**src/rtl/cache_line_fill.sv**
```systemverilog
`default_nettype none
// ============================================================================
// Module      : cache_line_fill
// Description : Cache line fill engine. On a miss it issues one burst read
//               starting at the critical word. It writes each returned beat
//               into the data RAM in the same cycle, at {line index, offset},
//               with the offset wrapping inside the line. The first beat is
//               also forwarded on critWordData so the requester can restart
//               early.
// Revision    : 1.0 - initial release
// ----------------------------------------------------------------------------
// Ports
//   clk, rst_n                  clock, synchronous active-low reset
//   fillReq/fillLineIndex/
//   fillBaseAddr                fill request, target line, critical byte addr
//   fillBusy, fillDone          engine active / one-cycle completion pulse
//   critWordValid/critWordData  first returned beat
//   memReadReq/memReadAddr/
//   memReadAck                  burst read request handshake
//   memReadDataValid/
//   memReadData                 returned beats, in wrap order
//   ramWrite*                   data RAM write port
// ============================================================================
module cache_line_fill #(
    parameter  int WIDTH      = 32,
    parameter  int DEPTH      = 1024,
    parameter  int LINE_WORDS = 8,
    localparam int AW         = $clog2(DEPTH),
    localparam int OW         = $clog2(LINE_WORDS),
    localparam int BW         = (WIDTH + 7) / 8,
    localparam int IW         = AW - OW
) (
    input  logic             clk,
    input  logic             rst_n,
    input  logic             fillReq,
    input  logic [IW-1:0]    fillLineIndex,
    input  logic [31:0]      fillBaseAddr,
    output logic             fillBusy,
    output logic             fillDone,
    output logic             critWordValid,
    output logic [WIDTH-1:0] critWordData,
    output logic             memReadReq,
    output logic [31:0]      memReadAddr,
    input  logic             memReadAck,
    input  logic             memReadDataValid,
    input  logic [WIDTH-1:0] memReadData,
    output logic [AW-1:0]    ramWriteAddress,
    output logic [WIDTH-1:0] ramWriteData,
    output logic             ramWriteEnable,
    output logic [BW-1:0]    ramWriteByteEnable
);

    localparam int BSH = $clog2(BW);
    localparam int CW  = OW + 1;

    typedef enum logic [1:0] {
        S_IDLE = 2'd0,
        S_REQ  = 2'd1,
        S_BEAT = 2'd2,
        S_DONE = 2'd3
    } state_t;

    state_t           r_state;
    state_t           w_next;
    logic [IW-1:0]    r_idx;
    logic [OW-1:0]    r_off;
    logic [CW-1:0]    r_cnt;
    logic [31:0]      r_addr;

    logic             w_beat;
    logic             w_last;
    logic [31:0]      w_shifted;

    // A beat is only accepted while filling. Gating with rst_n means that a
    // beat arriving in the reset cycle itself does not write the RAM.
    assign w_beat    = (r_state == S_BEAT) && memReadDataValid && rst_n;
    assign w_last    = w_beat && (r_cnt == CW'(LINE_WORDS - 1));
    assign w_shifted = fillBaseAddr >> BSH;

    always_ff @(posedge clk) begin
        if (!rst_n) begin
            r_state <= S_IDLE;
            r_idx   <= '0;
            r_off   <= '0;
            r_cnt   <= '0;
            r_addr  <= '0;
        end else begin
            r_state <= w_next;
            if (r_state == S_IDLE && fillReq) begin
                r_idx  <= fillLineIndex;
                r_off  <= w_shifted[OW-1:0];
                r_addr <= w_shifted << BSH;
                r_cnt  <= '0;
            end else if (w_beat) begin
                // Offset is exactly OW bits wide, so the increment wraps
                // within the line and never carries into the index.
                r_off <= r_off + 1'b1;
                r_cnt <= r_cnt + 1'b1;
            end
        end
    end

    always_comb begin
        w_next             = r_state;
        fillBusy           = 1'b0;
        fillDone           = 1'b0;
        critWordValid      = 1'b0;
        critWordData       = '0;
        memReadReq         = 1'b0;
        memReadAddr        = '0;
        ramWriteAddress    = '0;
        ramWriteData       = '0;
        ramWriteEnable     = 1'b0;
        ramWriteByteEnable = '0;

        case (r_state)
            S_IDLE: begin
                if (fillReq) begin
                    w_next = S_REQ;
                end
            end
            S_REQ: begin
                fillBusy    = 1'b1;
                memReadReq  = 1'b1;
                memReadAddr = r_addr;
                if (memReadAck) begin
                    w_next = S_BEAT;
                end
            end
            S_BEAT: begin
                fillBusy = 1'b1;
                if (w_beat) begin
                    ramWriteEnable     = 1'b1;
                    ramWriteAddress    = {r_idx, r_off};
                    ramWriteData       = memReadData;
                    ramWriteByteEnable = '1;
                    if (r_cnt == '0) begin
                        critWordValid = 1'b1;
                        critWordData  = memReadData;
                    end
                end
                if (w_last) begin
                    w_next = S_DONE;
                end
            end
            S_DONE: begin
                fillBusy = 1'b1;
                fillDone = 1'b1;
                w_next   = S_IDLE;
            end
            default: begin
                w_next = S_IDLE;
            end
        endcase
    end

endmodule
`default_nettype wire

```
**config.mk**
```make
export PLATFORM = sky130hd
export DESIGN_NAME = cache_line_fill
export DESIGN_NICKNAME = d
export VERILOG_FILES = /design/src/rtl/cache_line_fill.sv
export SDC_FILE = /design/constraint.sdc
export NUM_CORES = 1
export LEC_CHECK = 0
export CAP_MARGIN = 5
export CORE_MARGIN = 2
export CORE_UTILIZATION = 35
export DETAILED_ROUTE_END_ITERATION = 6
export PLACE_DENSITY = 0.81
export RECOVER_POWER = 100
export SLEW_MARGIN = 10
export SYNTH_ARGS = -nofsm -noshare
export SYNTH_HDL_FRONTEND = slang
export SYNTH_SLANG_ARGS = --single-unit
```
**constraint.sdc**
```tcl
create_clock -name clk -period 2.1 [get_ports clk]
set_input_delay 0.42 -clock clk [delete_from_list [all_inputs] [get_ports clk]]
set_output_delay 0.42 -clock clk [all_outputs]
set_load 0.01 [all_outputs]
```
After elaboration in Yosys (flattened, before gate mapping)
Cells that the tools add are included.
{ "word_totals": {"regBits": 46, "input_bits": 76, "output_inout_bits": 115, "wordCells": 49} }
{ "classes": {"add_sub_neg": 2, "eq_ne": 7, "muxes": 24, "bitwise": 1, "n_reduce_logical": 10} }
{ "op_table": {"columns": ["cell", "n"], "rows": [
  ["two-way mux 32 bit", 6],
  ["two-way mux 10 bit", 2],
  ["two-way mux 1 bit", 8],
  ["two-way mux 4 bit", 2],
  ["case mux 2 bit (4 select lines)", 1],
  ["two-way mux 2 bit", 3],
  ["two-way mux 3 bit", 2],
  ["inequality test 2 bit, second input constant", 3],
  ["adder 4 x 1 -> 4 bit, second input constant", 1],
  ["equality test 2 bit, second input constant", 2],
  ["equality test 4 x 3 -> 1 bit, second input constant", 1],
  ["logical AND 1 bit", 4],
  ["zero test 4 bit", 1],
  ["adder 3 x 1 -> 3 bit, second input constant", 1],
  ["AND reduction 3 bit", 1],
  ["OR reduction 3 bit", 1],
  ["equality test 2 x 1 -> 1 bit, second input constant", 1],
  ["zero test 2 bit", 1],
  ["nonzero test 2 bit", 1],
  ["OR reduction 2 bit", 1],
  ["inverter 1 bit", 1]
]} }

Logic depth before layout (Yosys ltp)
{ "logic_depth": {"depth_word": 6, "mapped_depth": 7, "depth_no_buf": 6} }

Least setup slack after synthesis
No wires, ideal clock.
{ "synth_path": {"path_type": "reg-to-output", "start": "register r_state[0]", "end": "output port critWordData[16]", "arrival_ns": 1.562, "t_required_ns": 1.680, "path_slack_ns": 0.118, "path_stages_with_launch": 7, "path_buffers": 1, "cell_sequence": "dfxtp_1 inv_1 ha_1 nand3_4 nor4b_4 buf_6 and2_2"} }
{ "synth_via": {"elab_chain_len": 5} }
{ "synth_rtl": {"columns": ["item", "line_no", "rtl"], "rows": [
  ["start: declaration", "63", "state_t r_state;"],
  ["start signal: assignment", "88", "r_state <= w_next;"],
  ["equality test 2 bit *", "76, 116", null],
  ["logical AND 1 bit (2 in series)", "76", "assign w_beat = (r_state == S_BEAT) && memReadDataValid && rst_n;"],
  ["two-way mux 32 bit", "132", "if (w_beat) begin"],
  ["two-way mux 32 bit *", "116", "case (r_state)"],
  ["end: declaration", "41", "output logic [WIDTH-1:0] critWordData,"]
]} }
Mark *: on every way between the ends. The rest lies on a longest branch, timed or not.

Worst setup path after layout
{ "layout_path": {"start": "register r_state[0]", "end": "output port critWordData[4]"} }
The elaborated chain is that of the path after synthesis.

==> results.md <==
- Status: finished, violations left
- Failing checks: negative setup slack
- Worst-skew pair later-pin latency: 0.29 ns
- Height of the die: 91.7 um
- DRC Markers: 0
- R2R cell count: 8
- Fin crit share: 1.08
- FP Rows: 31
- Synthesis warning total: 0
- Adder-cell area share of the yosys netlist: 0.0372
- CP required: 1.68 ns
- Min cycle time layout: 2.27 ns
- Hold depth: 2
- Class of the worst hold path: flip-flop to flip-flop
- Worst setup path start: r_state[0]
- Setup Skew: 0.00595 ns
- CTS sink count: 46
- Vias in the first global route: 3039
- Startpoint Class: flip-flop
- Final setup vio count: 83
- DP HPWL: 6.76 mm
- Worst Path Arrival: 1.85 ns
- Crit end category: output port
- Largest family of logic cells by synthesized area: simple AND/OR/NAND/NOR gates
- Critical path's slowest cell: dfxtp_2
- Worst slew margin: 0.474
- Post-synth cell types: 30
- Initial antenna violation count: 0
- Clock slew at reported path FFs: 0.09 ns
- WL per Instance: 15.4 um
- Total power draw: 0.00342 W
- Max Cap Viol: 0
- Pins Over Slew Limit: 0
- Initial Util: 0.367
- Worst R2R End: r_addr[11]
- Vias per Instance: 4.66
- DR pass1 iterations: 4
- Die footprint: 8410 um2
- Hold_buf cts: 0
- Syn Area/Cell: 7.80 um2
- Final setup margin: -0.167 ns
- Core Area: 7330 um2
- Die X: 91.7 um
- Simple-Gate Fraction of Synth Area: 0.400
- Worst vdd ir: 575 uV
- Antenna Nets Post-Route: 0
- Final Hold Viols: 0
- Bufs on Longest Clock Path: 2
- Slowest Stage Delay on Critical Path: 0.33 ns
- Core Util, Final: 0.677
- Worst path bufs/invs: 5
- Seq cells post-synth: 46
- TritonCTS Buffers: 5
- Placed Cells: 622
- Pin count of the biggest net entering global routing: 48
- DP Worst Slack: -0.585 ns
- RSZ-0062 raised after global routing: true
- Seq/Total Area, Yosys: 0.342
- Share of layout cells above drive strength 1: 0.322
- Kind of critical path: flip-flop to output port
- Flop2flop setup slack: 0.08 ns
- CP max FO: 8
- Fill count: 640
- First-pass GRT wire length: 15.4 mm
- Multiplexer share of the synthesized area: 0.00372
- Worst slew pin tran: 0.789 ns
- Hold EP: r_addr[10]
- Compound-gate portion of the synthesized area: 0.138
- Aggregate global routing overflow: 0
- Pleak: 2.35 nW
- Post-Layout Cell Count: 649
- Final wirelength: 10.0 mm
- # diodes: 0
- PwrDens: 688 nW/um2
- Drt initial violations: 64
- Post-Syn Area: 2690 um2
- Area after DPL: 4720 um2
- Vias post-DR: 3023
- Critical hold path startpoint: r_addr[10]
- GRT Total Usage: 0.230
- Root buf cell: clkbuf_8
- Nets@finish: 633
- Final Cell Area: 4970 um2
- Reg-to-reg startpoint: r_state[1]
- TritonCTS clock tree: built
- RD Place Congestion: 0.794
- Cells along the critical path: inv_2 > ha_4 > nand3_4 > nor4b_4 > buf_4 > buf_8 > buf_16 > and2_4 > buf_6
- Family with the most delay on the worst path: buffers and inverters
- # IOs: 191
- Syn-to-layout area delta: 84.5%
- Fmax achieved: 441 MHz
- Xor/xnor share of the synthesized area: 0.00976
- Htree depth: 2
- IO buf count: 186
- Cells after synthesis: 345
-- layer usage --
layer | wire length [um] | share of wire | GRT usage
met4 | 179 | 0.018 | 0.0597
met2 | 5220 | 0.52 | 0.441
met5 | 0 | 0 | 0
met1 | 3670 | 0.37 | 0.228
met3 | 952 | 0.095 | 0.0904
-- report_power, final --
group	switching (W)	total (W)	leakage [nW]	internal [W]
Clock	0.000302	0.000574	0.0489	0.000272
Sequential	0.0000728	0.00110	0.378	0.00103
Combinational	0.000842	0.00175	1.92	0.000905
-- Yosys cell counts --
| cell | number | area share |
|---|---|---|
| a2111oi_2 | 1 | 0.0056 |
| a21boi_0 | 38 | 0.11 |
| a21oi_1 | 5 | 0.0093 |
| a31oi_1 | 1 | 0.0023 |
| and2_1 | 93 | 0.22 |
| and2_2 | 12 | 0.033 |
| buf_1 | 3 | 0.0042 |
| buf_2 | 2 | 0.0037 |
| buf_4 | 6 | 0.017 |
| buf_6 | 3 | 0.013 |
| clkbuf_1 | 16 | 0.022 |
| conb_1 | 1 | 0.0014 |
| dfxtp_1 | 46 | 0.34 |
| ha_1 | 8 | 0.037 |
| inv_1 | 6 | 0.0084 |
| mux2i_1 | 1 | 0.0037 |
| nand2_1 | 84 | 0.12 |
| nand3_1 | 1 | 0.0019 |
| nand3_4 | 1 | 0.0065 |
| nand3b_1 | 1 | 0.0028 |
| nand4_1 | 2 | 0.0046 |
| nor2_1 | 1 | 0.0014 |
| nor2b_1 | 2 | 0.0046 |
| nor4b_4 | 1 | 0.0088 |
| o21ai_0 | 4 | 0.0074 |
| o21ba_2 | 1 | 0.0037 |
| o41ai_1 | 1 | 0.0033 |
| or3_2 | 1 | 0.0028 |
| xnor2_1 | 1 | 0.0033 |
| xor2_1 | 2 | 0.0065 |
-- metrics by stage --
stage                     hold slack (ns)  TNS [ns]
after floorplan                     0.439         0
after global placement              0.445    -40.23
after detailed placement            0.455    -42.11
after CTS                           0.467     -5.32
after global routing                0.479    -14.30
final                               0.463     -6.04
-- how the worst max path moves through the flow --
stage	end	slack [ns]	cells after the start
2_1_floorplan	critWordData[16]	0.12	6
3_3_place_gp	critWordData[26]	-0.56	6
3_5_place_dp	critWordData[26]	-0.59	6
4_1_cts	critWordData[3]	-0.22	10
5_1_grt	critWordData[4]	-0.24	9
6_report	critWordData[4]	-0.17	9
-- kinds of logic (layout without fill, tap and decap cells) --
group,count (synthesis),count (layout)
simple gates,199,199
compound gates,51,51
flops,46,46
buf+inv,36,240
fa+ha+maj,8,8
xor+xnor,3,3
other cells,1,2
mux,1,1
-- cells in the final DEF, fill, tap and decap left out, types with 2 or more instances in the layout --
cell type and count:
buf_2 34, dfxtp_1 44, o21ai_0 4, xor2_1 2, nor2b_1 2, clkdlybuf4s15_1 2, clkbuf_2 20, clkdlybuf4s50_1 72
a21boi_0 38, buf_16 4, buf_12 4, and2_4 34, nand2_1 84, nand4_1 2, conb_1 2, buf_8 2
ha_1 6, clkbuf_1 3, buf_6 43, and2_1 71, ha_4 2, buf_4 15, a21oi_1 5, dlygate4sd2_1 25
inv_1 3, dfxtp_2 2, clkbuf_8 6
-- registers in the layout, summed over array words and instances (netlist names) --
register and flops:
r_addr 30, r_state 2, r_off 3, r_cnt 4, r_idx 7
-- layout make-up --
type,instances,area [um2],area share
Clock inverter,1,8.76,0.00176
Timing Repair Buffer,226,2100,0.423
Sequential cell,46,923,0.186
Clock buffer,7,86.3,0.0174
Multi-Input combinational cell,264,1690,0.340
Tap cell,99,124,0.0249
Inverter,6,37.5,0.00756
-- worst reg2reg max path: cells and delay by family (launching register included) --
family,cells,cell delay (ns)
fa+ha+maj,1,0.18
flops,1,0.34
buf+inv,4,0.95
simple gates,2,0.29
compound gates,1,0.19
-- what timing repair did --
item	CTS	global route
pin swaps	25	6
gates cloned	8	1
gates resized for setup	384	80
endpoints found under the setup margin	111	92
setup buffers	11	4
Power figures use the tool's default switching activity.
